==> src/rtl/rr_arbiter_eight.sv <==
// Eight-way round-robin arbiter with a registered grant index, one-hot grant decode,
// done/request-drop release and an optional hold-time watchdog.
module rr_arbiter_eight #(
    parameter int unsigned MAX_HOLD = 16
) (
    input  logic       clk,
    input  logic       rst_n,
    input  logic [7:0] req,
    input  logic [7:0] done,
    output logic [7:0] gnt,
    output logic [2:0] gnt_idx,
    output logic       gnt_valid,
    output logic       timeout
);

    typedef enum logic {
        IDLE,
        BUSY
    } state_t;

    localparam logic       WD_EN     = (MAX_HOLD != 0);
    localparam logic [7:0] HOLD_LAST = WD_EN ? 8'(MAX_HOLD - 1) : 8'd0;

    state_t     state, state_nxt;
    logic [2:0] ptr, ptr_nxt;
    logic [2:0] idx_nxt;
    logic [7:0] hold_cnt, hold_nxt;
    logic       to_nxt;

    logic [2:0] win;
    logic [2:0] cand;
    logic       win_found;
    logic       rel_done, rel_drop, rel_wd;

    // Search upward from ptr (inclusive), wrapping 7 -> 0 via 3-bit arithmetic.
    always_comb begin
        win       = '0;
        cand      = '0;
        win_found = 1'b0;
        for (int unsigned i = 0; i < 8; i++) begin
            cand = ptr + 3'(i);
            if (!win_found && req[cand]) begin
                win       = cand;
                win_found = 1'b1;
            end
        end
    end

    always_comb begin
        rel_done = done[gnt_idx];
        rel_drop = !req[gnt_idx];
        rel_wd   = WD_EN && (hold_cnt == HOLD_LAST);
    end

    always_comb begin
        state_nxt = state;
        idx_nxt   = gnt_idx;
        ptr_nxt   = ptr;
        hold_nxt  = hold_cnt;
        to_nxt    = 1'b0;
        case (state)
            IDLE: begin
                if (win_found) begin
                    idx_nxt   = win;
                    hold_nxt  = '0;
                    state_nxt = BUSY;
                end
            end
            BUSY: begin
                if (rel_done || rel_drop || rel_wd) begin
                    state_nxt = IDLE;
                    ptr_nxt   = gnt_idx + 3'd1;
                    // A handshake release on the expiry edge is not a revoke.
                    to_nxt    = rel_wd && !rel_done && !rel_drop;
                end else if (hold_cnt != '1) begin
                    hold_nxt = hold_cnt + 8'd1;
                end
            end
            default: state_nxt = IDLE;
        endcase
    end

    always_ff @(posedge clk or negedge rst_n) begin
        if (!rst_n) begin
            state    <= IDLE;
            gnt_idx  <= '0;
            ptr      <= '0;
            hold_cnt <= '0;
            timeout  <= 1'b0;
        end else begin
            state    <= state_nxt;
            gnt_idx  <= idx_nxt;
            ptr      <= ptr_nxt;
            hold_cnt <= hold_nxt;
            timeout  <= to_nxt;
        end
    end

    assign gnt_valid = (state == BUSY);

    always_comb begin
        gnt          = '0;
        gnt[gnt_idx] = gnt_valid;
    end

endmodule
==> config.mk <==
export PLATFORM = sky130hd
export DESIGN_NAME = rr_arbiter_eight
export DESIGN_NICKNAME = d
export VERILOG_FILES = /design/src/rtl/rr_arbiter_eight.sv
export SDC_FILE = /design/constraint.sdc
export NUM_CORES = 1
export LEC_CHECK = 0
export ABC_AREA = 1
export CORE_MARGIN = 5
export CORE_UTILIZATION = 49
export DETAILED_ROUTE_END_ITERATION = 10
export PLACE_DENSITY = 0.85
export RECOVER_POWER = 25
export SETUP_SLACK_MARGIN = 0.05
export SLEW_MARGIN = 20
export SYNTH_ARGS = -nofsm -noshare
export SYNTH_HDL_FRONTEND = slang
export SYNTH_SLANG_ARGS = --single-unit
==> constraint.sdc <==
create_clock -name clk -period 2.3 [get_ports clk]
set_input_delay 0.345 -clock clk [delete_from_list [all_inputs] [get_ports clk]]
set_output_delay 0.345 -clock clk [all_outputs]
set_load 0.02 [all_outputs]
== Word-level counts from Yosys, hierarchy flattened ==
Cells that the tools add are included.
Widths: inputs -> output; s select.
Storage, ports and cells
  register bits: 16
  input bits: 18
  logic and storage cells: 102
  output and inout bits: 13
Cells by class
  mux-type cells: 47
  $add $sub $neg: 9
  bitwise operators: 2
  equality and inequality tests: 5
  magnitude comparators: 10
  reduce and logical (&&, ||, !) cells: 24
Operators with widths (number)
  $lt 3x4->1 const B: 9
  $bmux 1 s3: 10
  $mux 3: 8
  $mux 8: 3
  $mux 1: 23
  $pmux 8 s2: 1
  $add 3x3->3 const B: 4
  $logic_and 1x1->1: 10
  $logic_not 1->1: 9
  $add 8x1->8 const B: 1
  $and 8x8->8: 1
  $eq 8x4->1 const B: 1
  $ne 8x8->1 const B: 1
  $add 3x1->3 const B: 2
  $add 3x2->3 const B: 2
  $ne 2x2->1 const B: 2
  $reduce_and 2->1: 2
  $demux 1 s3: 1
  $ge 3x1->1 const B: 1
  $reduce_and 3->1: 1
  $logic_or 1x1->1: 2
  $ne 2x1->1 const B: 1
  $pmux 1 s2: 1
  $not 1->1: 1

== Depth between registers and ports, before layout ==
Gate-level depths: netlist (run 1).
  depth in word-level cells: 26
  gate-level depth with buffers: 18
  mapped depth without buffers: 16

== Least setup slack after synthesis (run 1) ==
No wires, ideal clock.
  kind: register to register
  start: register ptr[0]
  end: register gnt_idx[0]
  arrival time: 2.222 ns
  setup time: 0.118 ns
  required time: 2.182 ns
  path slack: -0.039 ns
  cell stages (with the launch flop): 16
  period minus slack after synthesis: 2.339 ns
  path through: dfrtp_1 > buf_6 > inv_4 > buf_12 > ha_1 > inv_1 > nand3_2 > nand3_2 > nand2_4 > nor2_8 > nand4_4 > nor2_8 > nand3_1 > nand2_1 > nand3b_1 > nand2_1
On the way
  cells in the longest elaborated chain, start to end: 25
  elaborated cells between the ends (all ways): 54
  those cells by class: add/sub (7); mux (32); reduce/logical (15)
RTL lines
  from (decl): RTL line 25  | logic [2:0] ptr, ptr_nxt;
  from (signal assigned): RTL line 93  | ptr <= ptr_nxt;
  branches (longest 25 deep; another with $add 3x1->3)
  to (signal assigned): RTL line 92  | gnt_idx <= idx_nxt;
  to (decl): RTL line 11  | output logic [2:0] gnt_idx,
Several ways; the timed one is not identified. The select of a mux whose other input is x is not followed.
A chain may end at the register's enable or synchronous reset.

== Worst setup path after layout (run 1) ==
Same ends and word-level chain as after synthesis.

==> impl_metrics.toml, run 1 <==
[placed_design]
placed_area_mm2 = 0.00223
dp_cells = 359
gp_congestion = 0.899
numPortBuffers = 30
pre_cts_slack_ns = -0.0134
place.detailed.hpwl_mm = 3.92

[critical_path]
critPathLaunchType = "flip-flop"
cp.required_ns = 2.44
crit_path_end_kind = "flip-flop"
critPathMaxFanout = 10
critPathKind = "reg2reg"
arrival_ns = 2.25

[logic_synthesis]
synth_edf_count = 0
synth_top_family_by_area = "simple AND/OR/NAND/NOR gates"
yosys.area_share.adder_pct = 2.73
ys_ff_latch = 16
syn_area_per_cell_um2 = 6.67
synth_compound_area_share_pct = 6.41
yosys_warnings = 0
synthFlopType = "dfrtp_1"
ys_seq_area_share_pct = 21.8
synth-xor-area-share_pct = 4.71
ys_async_sr_fraction_pct = 100
synth.mux.area_fraction_pct = 0
syn-num-nets = 297
synthSimpleGateAreaFrac_pct = 55.9
syn_inst = 275
synth_area_mm2 = 0.00183
synth.distinct_cells = 35

[sta]
holdWs_ns = 0.540
period_share_pct = 91.8
slew_headroom_pct = 51.3
setup_violations = 0
worst_slew_pin_slew_ns = 0.728
max_freq_mhz = 474
period_needed_ns = 2.11
fin_ws_ns = 0.189
hold_viol = 0
rsz0062_at_grt = "true"
final_max_slew_viol_count = 0
skew_ns = 0.00322

[final_layout]
fin_area_mm2 = 0.00235
fin_nets = 343
fillers = 327
area_growth_pct = 28.2
final_cells = 368
drive_above_1_share_pct = 18.4
antenna-diode-count = 0

[clock_tree]
worstSkewPairLatency_ns = 0.25
tritoncts = "done"
cts.path.max_buffers = 2
cts_buffers = 3
htreeDepth = 1
clkTransAtPathRegs_ns = 0.06
clock_sinks = 16
postCtsHoldBufs = 0
clockRootBuffer = "clkbuf_8"

[die]
die-area_mm2 = 0.00507
die_y_um = 71.2
coreArea_mm2 = 0.00363
fp-row-count = 22
num_io_pins = 31
die-width_um = 71.2
initial_core_util_pct = 50.5

[routing]
firstDrtPassIters = 4
avgRoutedWirePerCell_um = 13.9
via_count = 1931
wl_mm = 5.13
viasPerCell = 5.25
ant_nets = 0
drcViolationCount = 0
first_iter_violations = 141

[global_routing]
grt_pass1_vias = 1803
grt_pass1_wl_mm = 8.27
grt_max_degree = 17
grt_usage_pct = 19.8
grt.overflow.total = 0
grt_antenna_before_repair = 0

[job]
maxCapViolations = 0

[pwr]
p_leak_nw = 1.17
power_density_mw_per_mm2 = 1700
peakVddDrop_mv = 0.827
finalPower_mw = 3.99

[worst_hold_path]
hold_class = "reg2reg"

[outcome]
status = "finished, final reports clean"
-- power by group --
part	switching, mW	internal (mW)	total [mW]
clock	0.0943	0.152	0.246
sequential	0.143	0.370	0.513
combinational	2.01	1.22	3.23
-- cells in the mapped netlist, drive strengths merged (4+ instances only) --
cell type / count / area (um2)
a21oi: 4 / 20.0
buf: 5 / 51.3
dfrtp: 16 / 400
ha: 4 / 50.1
inv: 25 / 96.4
nand2: 98 / 435
nand3: 35 / 243
nand4: 12 / 105
nor2: 41 / 186
nor3: 5 / 25.0
o21ai: 7 / 35.0
xnor2: 4 / 42.6
xor2: 5 / 43.8
-- per-stage QoR --
step | TNS (ns) | utilization (%)
3_5_place_dp | -0.0166 | 61.3
5_1_grt | 0 | 64.7
2_1_floorplan | 0 | -
6_report | 0 | 64.7
3_3_place_gp | 0 | 61.3
4_1_cts | 0 | 63.3
-- layout make-up --
cell class	count	area, um2	area share, %
Multi-Input combinational cell	228	1310	55.8
Sequential cell	16	402	17.1
Tap cell	48	60.1	2.55
Timing Repair Buffer	45	413	17.6
Inverter	27	110	4.68
Clock buffer	4	55.1	2.34
-- cells by family after synthesis --
logic type / count (synthesis)
buffers and inverters: 32
xor gates and xnor gates: 9
and+or+nand+nor: 195
DFF: 16
AOI/OAI and AO/OA: 19
adders and majority gates: 4
-- critical path, cell delays in order, from the launching register on --
cell      delay [ns]
dfrtp_2         0.42
inv_4           0.05
buf_4           0.20
nand2_1         0.11
nand3_1         0.10
nand3_2         0.12
nand2_4         0.09
nor2_8          0.14
nand4_4         0.13
nor2_8          0.20
nand3_1         0.12
nand2_2         0.13
nand3b_1        0.12
nand2_1         0.06
-- flip-flops by register name, summed over array words and instances, names as in the netlist --
register / count
gnt_idx: 3
timeout: 1
ptr: 3
hold_cnt: 8
gnt_valid: 1
-- path summary, 6_finish.rpt --
check                       startpoint           to  slack, ns  cells past startpoint
setup / recovery                ptr[0]   gnt_idx[0]       0.19                     13
hold / removal             hold_cnt[1]  hold_cnt[1]       0.54                      2
setup reg to reg                ptr[0]   gnt_idx[0]       0.19                     13
hold reg to reg            hold_cnt[1]  hold_cnt[1]       0.54                      2
max in group asynchronous        rst_n       ptr[0]       1.19                      1
min in group asynchronous        rst_n  hold_cnt[0]       0.60                      1
-- layer usage --
metal | routed length, um | global-route usage [%] | vias up
li1 | - | - | 987
met1 | 2170 | 25.5 | 884
met2 | 2670 | 35.0 | 50
met3 | 188 | 1.28 | 10
met4 | 108 | 6.26 | 0
met5 | 0 | 0 | -
-- placed cells by master, fill, tap and decap left out, types with 2 or more instances in the layout --
cell type        count
inv_4                2
dfrtp_1             15
o21ai_0              7
xor2_1               5
inv_2                3
nand4_4              2
nand2_4              8
a21oi_1              4
ha_1                 3
nand2_2              4
clkdlybuf4s50_1     29
nand3_1             22
nand3b_1             3
o211ai_1             2
buf_4               15
nor3_1               5
nand2_1             86
nor2_8               2
clkbuf_8             4
nand3_2             12
nand4_1             10
xnor2_1              3
inv_1               20
nor2_1              39
-- repair_timing --
action                     CTS  global route
gates cloned                 1             0
buffers inserted             0             4
resized for setup            2             5
pin swaps                    0             4
setup endpoints to repair    9            13
Power figures use the tool's default switching activity.
==> run 2: changes to the inputs <==
Settings changed: SETUP_SLACK_MARGIN 0.05 to 0.4.
==> run 2 against run 1 <==
Against the previous run: critical path depth unchanged; fmax shrank 1.2%; worst hold slack got worse by 0.0018 ns; utilization rose by 6.3 points; routed wire length is 5.4% higher; register-to-register slack got worse by 0.02 ns; highest routed layer unchanged; combinational power up 15%; via count is 6.4% higher; power is 13% higher; final area is 9.7% higher.
==> impl_metrics.toml, run 2 (synthesis results as in run 1) <==
[outcome]
status = "finished, final reports clean"

[placed_design]
pre_cts_slack_ns = -0.0230
numPortBuffers = 30
gp_congestion = 0.900
place.detailed.hpwl_mm = 3.73
placed_area_mm2 = 0.00224

[clock_tree]
clockRootBuffer = "clkbuf_8"
clkTransAtPathRegs_ns = 0.06
htreeDepth = 1
worstSkewPairLatency_ns = 0.26
cts.path.max_buffers = 2
clock_sinks = 16
cts_buffers = 3
postCtsHoldBufs = 0
tritoncts = "done"

[critical_path]
critPathKind = "reg2reg"
crit_top_cell = "nand3_4"
crit_path_end_kind = "flip-flop"
setup.worst_path.start = "ptr[0]"
arrival_ns = 2.33
rrSetupSlack_ns = 0.16
path_cells = "inv_4 -> ha_4 -> inv_6 -> nand3_4 -> nand3_4 -> nand2_4 -> nor2_8 -> nand4_4 -> nor2_8 -> nand4_4 -> nand3_4 -> nand2_1 -> nand2_1"
cp-endpoint = "hold_cnt[5]"
critPathMaxFanout = 8
worstReg2RegStart = "ptr[0]"
reg2reg_to = "hold_cnt[5]"
cp_slowest_cell = "dfrtp_2"
cp.required_ns = 2.50
reg2regPathDepth = 13
cpPeakStageDelay_ns = 0.45
critPathLaunchType = "flip-flop"

[routing]
avgRoutedWirePerCell_um = 14.5
wl_mm = 5.41
ant_nets = 0
drcViolationCount = 0
viasPerCell = 5.49
first_iter_violations = 144
firstDrtPassIters = 4
via_count = 2055

[final_layout]
largest_reg_flops = 8
final_cell_mix = "nand2_1, nor2_1, clkdlybuf4s50_1"
fillers = 290
fin_nets = 349
fin_area_mm2 = 0.00258
reg.largest.list = "hold_cnt x8, gnt_idx x3, ptr x3"
antenna-diode-count = 0
drive_above_1_share_pct = 27.6
final_common_cell = "nand2_1"
area_growth_pct = 40.7
regMostFlops = "hold_cnt"

[sta]
skew_ns = 0.00264
setup_violations = 0
rsz0062_at_grt = "true"
period_needed_ns = 2.14
max_freq_mhz = 468
slew_headroom_pct = 50.5
fin_ws_ns = 0.164
worst_slew_pin_slew_ns = 0.739
period_share_pct = 92.9
final_max_slew_viol_count = 0
hold_viol = 0

[global_routing]
grt_usage_pct = 21.4
grt.overflow.total = 0
busiest_layer = "met2"
grtUsageMet1_pct = 27.2
grt_pass1_wl_mm = 8.93
globalRouteMet2Util_pct = 38.0
grt_antenna_before_repair = 0
gr-usage-met3_pct = 1.99
grt_max_degree = 17
grt_pass1_vias = 1997

[die]
initial_core_util_pct = 50.5
die_y_um = 71.2
coreArea_mm2 = 0.00363
die-area_mm2 = 0.00507
num_io_pins = 31
die-width_um = 71.2
fp-row-count = 22

[pwr]
power_density_mw_per_mm2 = 1750
p_leak_nw = 1.30
peakVddDrop_mv = 1.01

[job]
maxCapViolations = 0

[worst_hold_path]
hold_class = "reg2reg"
run 2: changes by cell type in the layout (fill, tap and decap cells not counted), moves of 4 or more:
| cell | previous run | this run |
|---|---|---|
| clkdlybuf4s50_1 | 29 | 21 |
| dfrtp_1 | 15 | 11 |
| dfrtp_2 | 1 | 5 |
| dlygate4sd2_1 | 0 | 4 |
| dlymetal6s2s_1 | 0 | 4 |
| nand2_1 | 86 | 79 |
| nand2_2 | 4 | 10 |
| nand3_2 | 12 | 7 |
| nand3_4 | 1 | 8 |
| nor2_1 | 39 | 34 |
| nor2_2 | 0 | 4 |
run 2: worst max-delay path, delay by kind of cell, from the launching register on:
family / cells / cell delay (ns)
adder cells (fa/ha/maj): 1 / 0.24
buffers and inverters: 2 / 0.18
flip-flops: 1 / 0.45
AND/OR/NAND/NOR: 10 / 1.19
run 2: per-stage QoR:
stage | hold WS (ns) | util, % | setup TNS, ns | cells | power [mW]
floorplan | 0.0494 | - | 0 | 275 | 2.77
global placement | 0.517 | 61.7 | 0 | 356 | 3.39
detailed placement | 0.521 | 61.7 | -0.0873 | 356 | 3.46
CTS | 0.536 | 67.6 | 0 | 370 | 4.21
global route | 0.558 | 71.0 | 0 | 374 | 4.91
finish | 0.538 | 71.0 | 0 | 374 | 4.52
run 2: where the power goes:
group | switching [mW] | leakage, nW | internal [mW]
Combinational | 2.25 | 1.07 | 1.47
Clock | 0.101 | 0.0288 | 0.152
Sequential | 0.171 | 0.203 | 0.377
run 2: repair_timing:
action,CTS,global route
endpoints found under the setup margin,20,22
pin swaps,14,14
gates resized for setup,26,25
buffers inserted,9,4
gates cloned,1,0
hold endpoints to repair,0,0
run 2: layout make-up:
cell class	count	area (um2)	share of cell area, %
repair buffers	51	474	18.4
inverters	27	113	4.36
well taps	48	60.1	2.33
multi-input cells	228	1470	57.0
flip-flops and latches	16	407	15.8
clock buffers	4	55.1	2.13
run 2: worst min-delay path by stage:
| stage | from | endpoint | slack [ns] | cells past startpoint |
|---|---|---|---|---|
| 5_1_grt | hold_cnt[6] | hold_cnt[6] | 0.56 | 2 |
| 3_3_place_gp | hold_cnt[6] | hold_cnt[6] | 0.52 | 2 |
| 2_1_floorplan | rst_n | gnt_idx[0] | 0.05 | 0 |
| 3_5_place_dp | hold_cnt[6] | hold_cnt[6] | 0.52 | 2 |
| 6_report | hold_cnt[6] | hold_cnt[6] | 0.54 | 2 |
| 4_1_cts | hold_cnt[6] | hold_cnt[6] | 0.54 | 2 |
run 2: layer usage:
layer | wire [um] | vias up
li1 | - | 1004
met1 | 2280 | 977
met2 | 2750 | 60
met3 | 258 | 14
met4 | 112 | 0
met5 | 0 | -
